File: src/rtl/freq_meter.sv
// freq_meter: rising-crossing detector with hysteresis feeding a gated edge counter
// (frequency) and an inter-crossing sample counter (period). All outputs registered.
//
// state   | meaning
// ST_INIT | no valid sample seen since reset
// ST_LOW  | signal below band; waiting for sample >= hi_th
// ST_HIGH | signal above band; waiting for sample <= lo_th
module freq_meter #(
  parameter int DATA_WIDTH  = 12,
  parameter int GATE_CYCLES = 65_000_000,
  parameter int HYST        = 32,
  parameter int OUT_WIDTH   = 20,
  parameter int PER_WIDTH   = 16
) (
  input  logic                  clk,
  input  logic                  rst,
  input  logic [DATA_WIDTH-1:0] sample,
  input  logic                  sample_valid,
  input  logic [DATA_WIDTH-1:0] level,
  output logic [OUT_WIDTH-1:0]  freq,
  output logic                  freq_valid,
  output logic                  overflow,
  output logic [PER_WIDTH-1:0]  period_samples,
  output logic                  period_valid
);

  localparam int GATE_W = (GATE_CYCLES > 1) ? $clog2(GATE_CYCLES) : 1;
  localparam logic [GATE_W-1:0]     GATE_LAST = GATE_W'(GATE_CYCLES - 1);
  localparam logic [DATA_WIDTH:0]   HYST_X    = (DATA_WIDTH+1)'(HYST);
  localparam logic [OUT_WIDTH-1:0]  EDGE_MAX  = '1;
  localparam logic [PER_WIDTH-1:0]  PER_MAX   = '1;

  typedef enum logic [1:0] {ST_INIT, ST_LOW, ST_HIGH} state_t;

  state_t                state_q, state_d;
  logic [GATE_W-1:0]     gate_q, gate_d;
  logic [OUT_WIDTH-1:0]  edge_cnt_q, edge_cnt_d;
  logic                  sticky_q, sticky_d;
  logic [OUT_WIDTH-1:0]  freq_q, freq_d;
  logic                  freq_valid_q, freq_valid_d;
  logic                  overflow_q, overflow_d;
  logic [PER_WIDTH-1:0]  per_cnt_q, per_cnt_d;
  logic                  armed_q, armed_d;
  logic [PER_WIDTH-1:0]  period_q, period_d;
  logic                  period_valid_q, period_valid_d;

  logic [DATA_WIDTH:0]   hi_sum, lo_diff;
  logic [DATA_WIDTH-1:0] hi_th, lo_th;
  logic                  rise;
  logic                  gate_end;
  logic                  edge_sat;
  logic [OUT_WIDTH-1:0]  edge_next;
  logic [PER_WIDTH-1:0]  per_inc;

  // Extra MSB catches carry/borrow so the band clamps to the code range.
  always_comb begin
    hi_sum  = {1'b0, level} + HYST_X;
    lo_diff = {1'b0, level} - HYST_X;
    hi_th   = hi_sum[DATA_WIDTH]  ? '1 : hi_sum[DATA_WIDTH-1:0];
    lo_th   = lo_diff[DATA_WIDTH] ? '0 : lo_diff[DATA_WIDTH-1:0];
  end

  always_comb begin
    state_d = state_q;
    rise    = 1'b0;
    if (sample_valid) begin
      case (state_q)
        ST_INIT: state_d = (sample >= level) ? ST_HIGH : ST_LOW;
        ST_LOW: begin
          if (sample >= hi_th) begin
            state_d = ST_HIGH;
            rise    = 1'b1;
          end
        end
        ST_HIGH: begin
          if (sample <= lo_th) state_d = ST_LOW;
        end
        default: state_d = ST_INIT;
      endcase
    end
  end

  // Gate timer counts down; terminal count 0 is the last cycle of the gate.
  always_comb begin
    gate_end = (gate_q == '0);
    gate_d   = gate_end ? GATE_LAST : gate_q - 1'b1;
  end

  always_comb begin
    edge_sat     = rise && (edge_cnt_q == EDGE_MAX);
    edge_next    = (rise && !edge_sat) ? edge_cnt_q + 1'b1 : edge_cnt_q;
    freq_d       = freq_q;
    overflow_d   = overflow_q;
    freq_valid_d = 1'b0;
    edge_cnt_d   = edge_next;
    sticky_d     = sticky_q | edge_sat;
    if (gate_end) begin
      freq_d       = edge_next;
      overflow_d   = sticky_q | edge_sat;
      freq_valid_d = 1'b1;
      edge_cnt_d   = '0;
      sticky_d     = 1'b0;
    end
  end

  // First rise after reset only arms; later rises report samples since the previous one.
  always_comb begin
    per_inc        = (per_cnt_q == PER_MAX) ? per_cnt_q : per_cnt_q + 1'b1;
    per_cnt_d      = per_cnt_q;
    armed_d        = armed_q;
    period_d       = period_q;
    period_valid_d = 1'b0;
    if (sample_valid) per_cnt_d = per_inc;
    if (rise) begin
      if (armed_q) begin
        period_d       = per_inc;
        period_valid_d = 1'b1;
      end
      armed_d   = 1'b1;
      per_cnt_d = '0;
    end
  end

  always_ff @(posedge clk or negedge rst) begin
    if (!rst) begin
      state_q        <= ST_INIT;
      gate_q         <= GATE_LAST;
      edge_cnt_q     <= '0;
      sticky_q       <= 1'b0;
      freq_q         <= '0;
      freq_valid_q   <= 1'b0;
      overflow_q     <= 1'b0;
      per_cnt_q      <= '0;
      armed_q        <= 1'b0;
      period_q       <= '0;
      period_valid_q <= 1'b0;
    end else begin
      state_q        <= state_d;
      gate_q         <= gate_d;
      edge_cnt_q     <= edge_cnt_d;
      sticky_q       <= sticky_d;
      freq_q         <= freq_d;
      freq_valid_q   <= freq_valid_d;
      overflow_q     <= overflow_d;
      per_cnt_q      <= per_cnt_d;
      armed_q        <= armed_d;
      period_q       <= period_d;
      period_valid_q <= period_valid_d;
    end
  end

  assign freq           = freq_q;
  assign freq_valid     = freq_valid_q;
  assign overflow       = overflow_q;
  assign period_samples = period_q;
  assign period_valid   = period_valid_q;

endmodule

File: config.mk
export PLATFORM = sky130hd
export DESIGN_NAME = freq_meter
export DESIGN_NICKNAME = d
export VERILOG_FILES = /design/src/rtl/freq_meter.sv
export SDC_FILE = /design/constraint.sdc
export NUM_CORES = 1
export LEC_CHECK = 0
export ABC_AREA = 1
export CAP_MARGIN = 10
export CORE_ASPECT_RATIO = 1.5
export CORE_MARGIN = 2
export CORE_UTILIZATION = 58
export DETAILED_ROUTE_END_ITERATION = 16
export HOLD_SLACK_MARGIN = 0.12
export PLACE_DENSITY = 0.83
export SETUP_SLACK_MARGIN = 0.3
export SYNTH_ARGS = -nofsm -noshare
export SYNTH_HDL_FRONTEND = slang
export SYNTH_SLANG_ARGS = --single-unit
File: constraint.sdc
create_clock -name clk -period 2 [get_ports clk]
set_clock_uncertainty 0.05 [all_clocks]
set_input_delay 0.5 -clock clk [delete_from_list [all_inputs] [get_ports clk]]
set_output_delay 0.5 -clock clk [all_outputs]
set_load 0.005 [all_outputs]
==> flow_summary.yaml <==
status:
  run_status: "finished, violations left"
  failed_checks: "setup timing"
synthesis:
  yosysUniqueCellTypes: 37
  ys.flop_type: "dfrtp_1"
  ys_seq_area_share_pct: 39.8
  ys_seq_elements: 105
  synth_edf_count: 0
  synth_area_um2: 6670
  async_reset_ff_share_pct: 100
  synthCells: 887
  syn_avg_cell_area_um2: 7.52
  ys_warn_count: 0
  syn-num-nets: 955
power_and_ir_drop:
  netSwitchingPower_mw: 1.99
  power_frac_seq_pct: 42.9
  p_per_area_nw_per_um2: 650
  p_comb_share_pct: 28.0
  ir_drop_v: 0.000611
  power_leakage_nw: 4.84
  clock_power_share_pct: 29.0
  switching_share_pct: 33.5
  p_int_mw: 3.95
floorplanning:
  ios: 66
  design.core.area_um2: 11400
  start_util_pct: 58.8
  die_height_um: 135
  die_area_um2: 12400
  rows: 48
  die-width_um: 91.6
timing:
  max_slew_margin_pct: 59.0
  setup_violations: 78
  worst_pin_slew_ns: 0.614
  rsz0062_at_grt: "true"
  drv_slew: 0
  fmax_ghz: 0.392
  final.min_clock_period_ns: 2.55
  fin_crit_sh_pct: 127
  hold_viol: 0
  worst_slack_ns: -0.548
finish:
  n_antenna_cell: 0
  drive_gt1_share_pct: 26.5
  nets: 1119
  multiInputGateArea_um2: 4070
  final-seq-area_um2: 2650
  n_fill_cell: 721
  layout_common_cells: "nand2_1 (260), dfrtp_1 (84), buf_4 (81)"
  area_growth_pct: 37.2
  layout_commonest_cell: "nand2_1"
  final_core_util_pct: 80.6
clock_network:
  cts_tree: "done"
  path_clk_slew_ns: 0.07
  cts_root_buf: "clkbuf_16"
  clock-sinks: 105
  clk_latency_ns: 0.36
  cts_made_buffers: 9
  htree_levels: 3
  cts_buffer_depth: 2
place:
  portBuffers: 65
  dp.final_hpwl_um: 12300
  post-place-ws_ns: -1.46
  gp_congestion: 0.975
worst_setup_path:
  critPathRequiredTime_ns: 2.25
  cp_max_fo: 8
  path_class: "in -> reg"
  start_kind: "input port"
  cp_data_arrival_time_ns: 2.80
  cp-end-kind: "flop"
grt:
  grt_use_total_pct: 29.8
  grt.overflow.total: 0
  grt_max_degree: 59
  grt_pass1_vias: 6509
  grt_util_met3_pct: 3.23
  busiest_layer: "met2"
  met2_usage_pct: 55.8
  met1_usage_pct: 33.5
  antenna_found_initial: 0
  grt_pass1_wl_um: 29800
drt:
  via_count: 6712
  drtAntennaViolNets: 0
  viasPerCell: 5.57
  wl_per_cell_um: 16.0
  drt-total-wl_um: 19300
  first_pass_iters: 5
  drc: 0
  drt_iter0_drc: 521
worst_hold_path:
  hold_class: "reg -> reg"
job:
  drv_cap: 0
-- metrics by stage --
stage                     instances  hold WS, ns  total power, mW  area [um^2]  TNS (ns)
after global placement         1147        0.313             4.02         7980    -96.30
after CTS                      1193        0.427             5.80         8720    -33.60
after detailed placement       1147        0.313             4.07         7980   -105.93
after floorplan                 887        0.154             3.36         6740    -50.50
after global routing           1206        0.449             6.25         9150    -49.22
final                          1206        0.422             5.95         9150    -37.13
-- path summary, 6_finish.rpt --
kind / from / endpoint / slack (ns) / depth (start not counted)
hold reg to reg: period_samples[3]$_DFFE_PN0P_ / period_samples[3]$_DFFE_PN0P_ / 0.42 / 2
min in group asynchronous: rst / freq[19]$_DFFE_PN0P_ / 0.48 / 2
setup reg to reg: per_cnt_q[0]$_DFFE_PN0P_ / period_samples[1]$_DFFE_PN0P_ / -0.23 / 11
hold / removal: period_samples[3]$_DFFE_PN0P_ / period_samples[3]$_DFFE_PN0P_ / 0.42 / 2
setup / recovery: level[6] / per_cnt_q[2]$_DFFE_PN0P_ / -0.55 / 19
max in group asynchronous: rst / gate_q[12]$_DFF_PN1_ / 0.81 / 3
-- cell usage after synthesis, types with 2 or more instances --
cell / n / area share, %
nor2_4: 6 / 1.0
nand4_1: 17 / 1.6
nand2_1: 295 / 17
o21bai_1: 2 / 0.23
inv_2: 4 / 0.23
nor2_1: 87 / 4.9
xor2_1: 36 / 4.7
nand2_4: 2 / 0.34
dfrtp_1: 86 / 32
o21ai_0: 45 / 3.4
nor3_2: 2 / 0.30
inv_1: 86 / 4.8
nor3_1: 17 / 1.3
clkbuf_1: 3 / 0.17
o21ai_1: 3 / 0.23
or2_2: 5 / 0.47
nor2_2: 7 / 0.66
nand2_2: 4 / 0.38
a21oi_1: 39 / 2.9
buf_2: 5 / 0.38
ha_1: 41 / 7.7
xnor2_1: 8 / 1.1
dfstp_2: 19 / 7.5
buf_6: 4 / 0.68
buf_4: 4 / 0.45
nand3_1: 49 / 3.7
-- sequential cells by signal, indices dropped and copies added, names as in the netlist --
name / cells
gate_q: 26
edge_cnt_q: 20
freq: 20
per_cnt_q: 16
period_samples: 16
state_q: 2
armed_q: 1
freq_valid: 1
overflow: 1
period_valid: 1
sticky_q: 1
-- kinds of logic after synthesis --
family,synth area share (%)
xor gates and xnor gates,5.78
buffers and inverters,6.74
AOI/OAI and AO/OA,7.26
and+or+nand+nor,32.8
DFF,39.8
adders and majority gates,7.69
-- metal layers --
metal	vias up	routed length [um]
li1	3159	-
met1	3232	7260
met3	80	787
met5	-	0
met2	241	10400
met4	0	871
-- final cells by class --
class | count | area share [%]
flip-flops and latches | 105 | 29.0
repair buffers | 169 | 17.5
inverters | 90 | 3.88
well taps | 150 | 2.05
clock buffers | 9 | 2.46
clock inverters | 7 | 0.656
multi-input cells | 676 | 44.4
-- power groups by stage --
stage / sequential, mW / combinational [mW] / clock (mW)
CTS: 2.54 / 1.55 / 1.72
global placement: 2.57 / 1.45 / 0
global route: 2.58 / 1.85 / 1.82
detailed placement: 2.58 / 1.49 / 0
floorplan: 2.56 / 0.802 / 0
finish: 2.55 / 1.67 / 1.73
-- worst max-delay path, stage by stage --
cell and delay (ns):
buf_8 0.08, inv_6 0.03, nor3_4 0.25, nand2_4 0.11, buf_4 0.15, buf_4 0.13
o31ai_4 0.16, ha_1 0.26, nand2_2 0.07, nor2_2 0.05, nand2_2 0.11, nor2_4 0.05
nor2_4 0.16, a21boi_4 0.08, buf_6 0.12, nor2_4 0.15, clkbuf_16 0.19, nand2_2 0.06
nand2_1 0.07
-- timing repair --
action	CTS	global route
resized for setup	135	99
gates cloned	2	1
buffers inserted	27	12
pin swaps	35	19
endpoints found under the hold margin	6	0
hold buffers	1	0
endpoints found under the setup margin	133	94
Power figures use the tool's default switching activity.
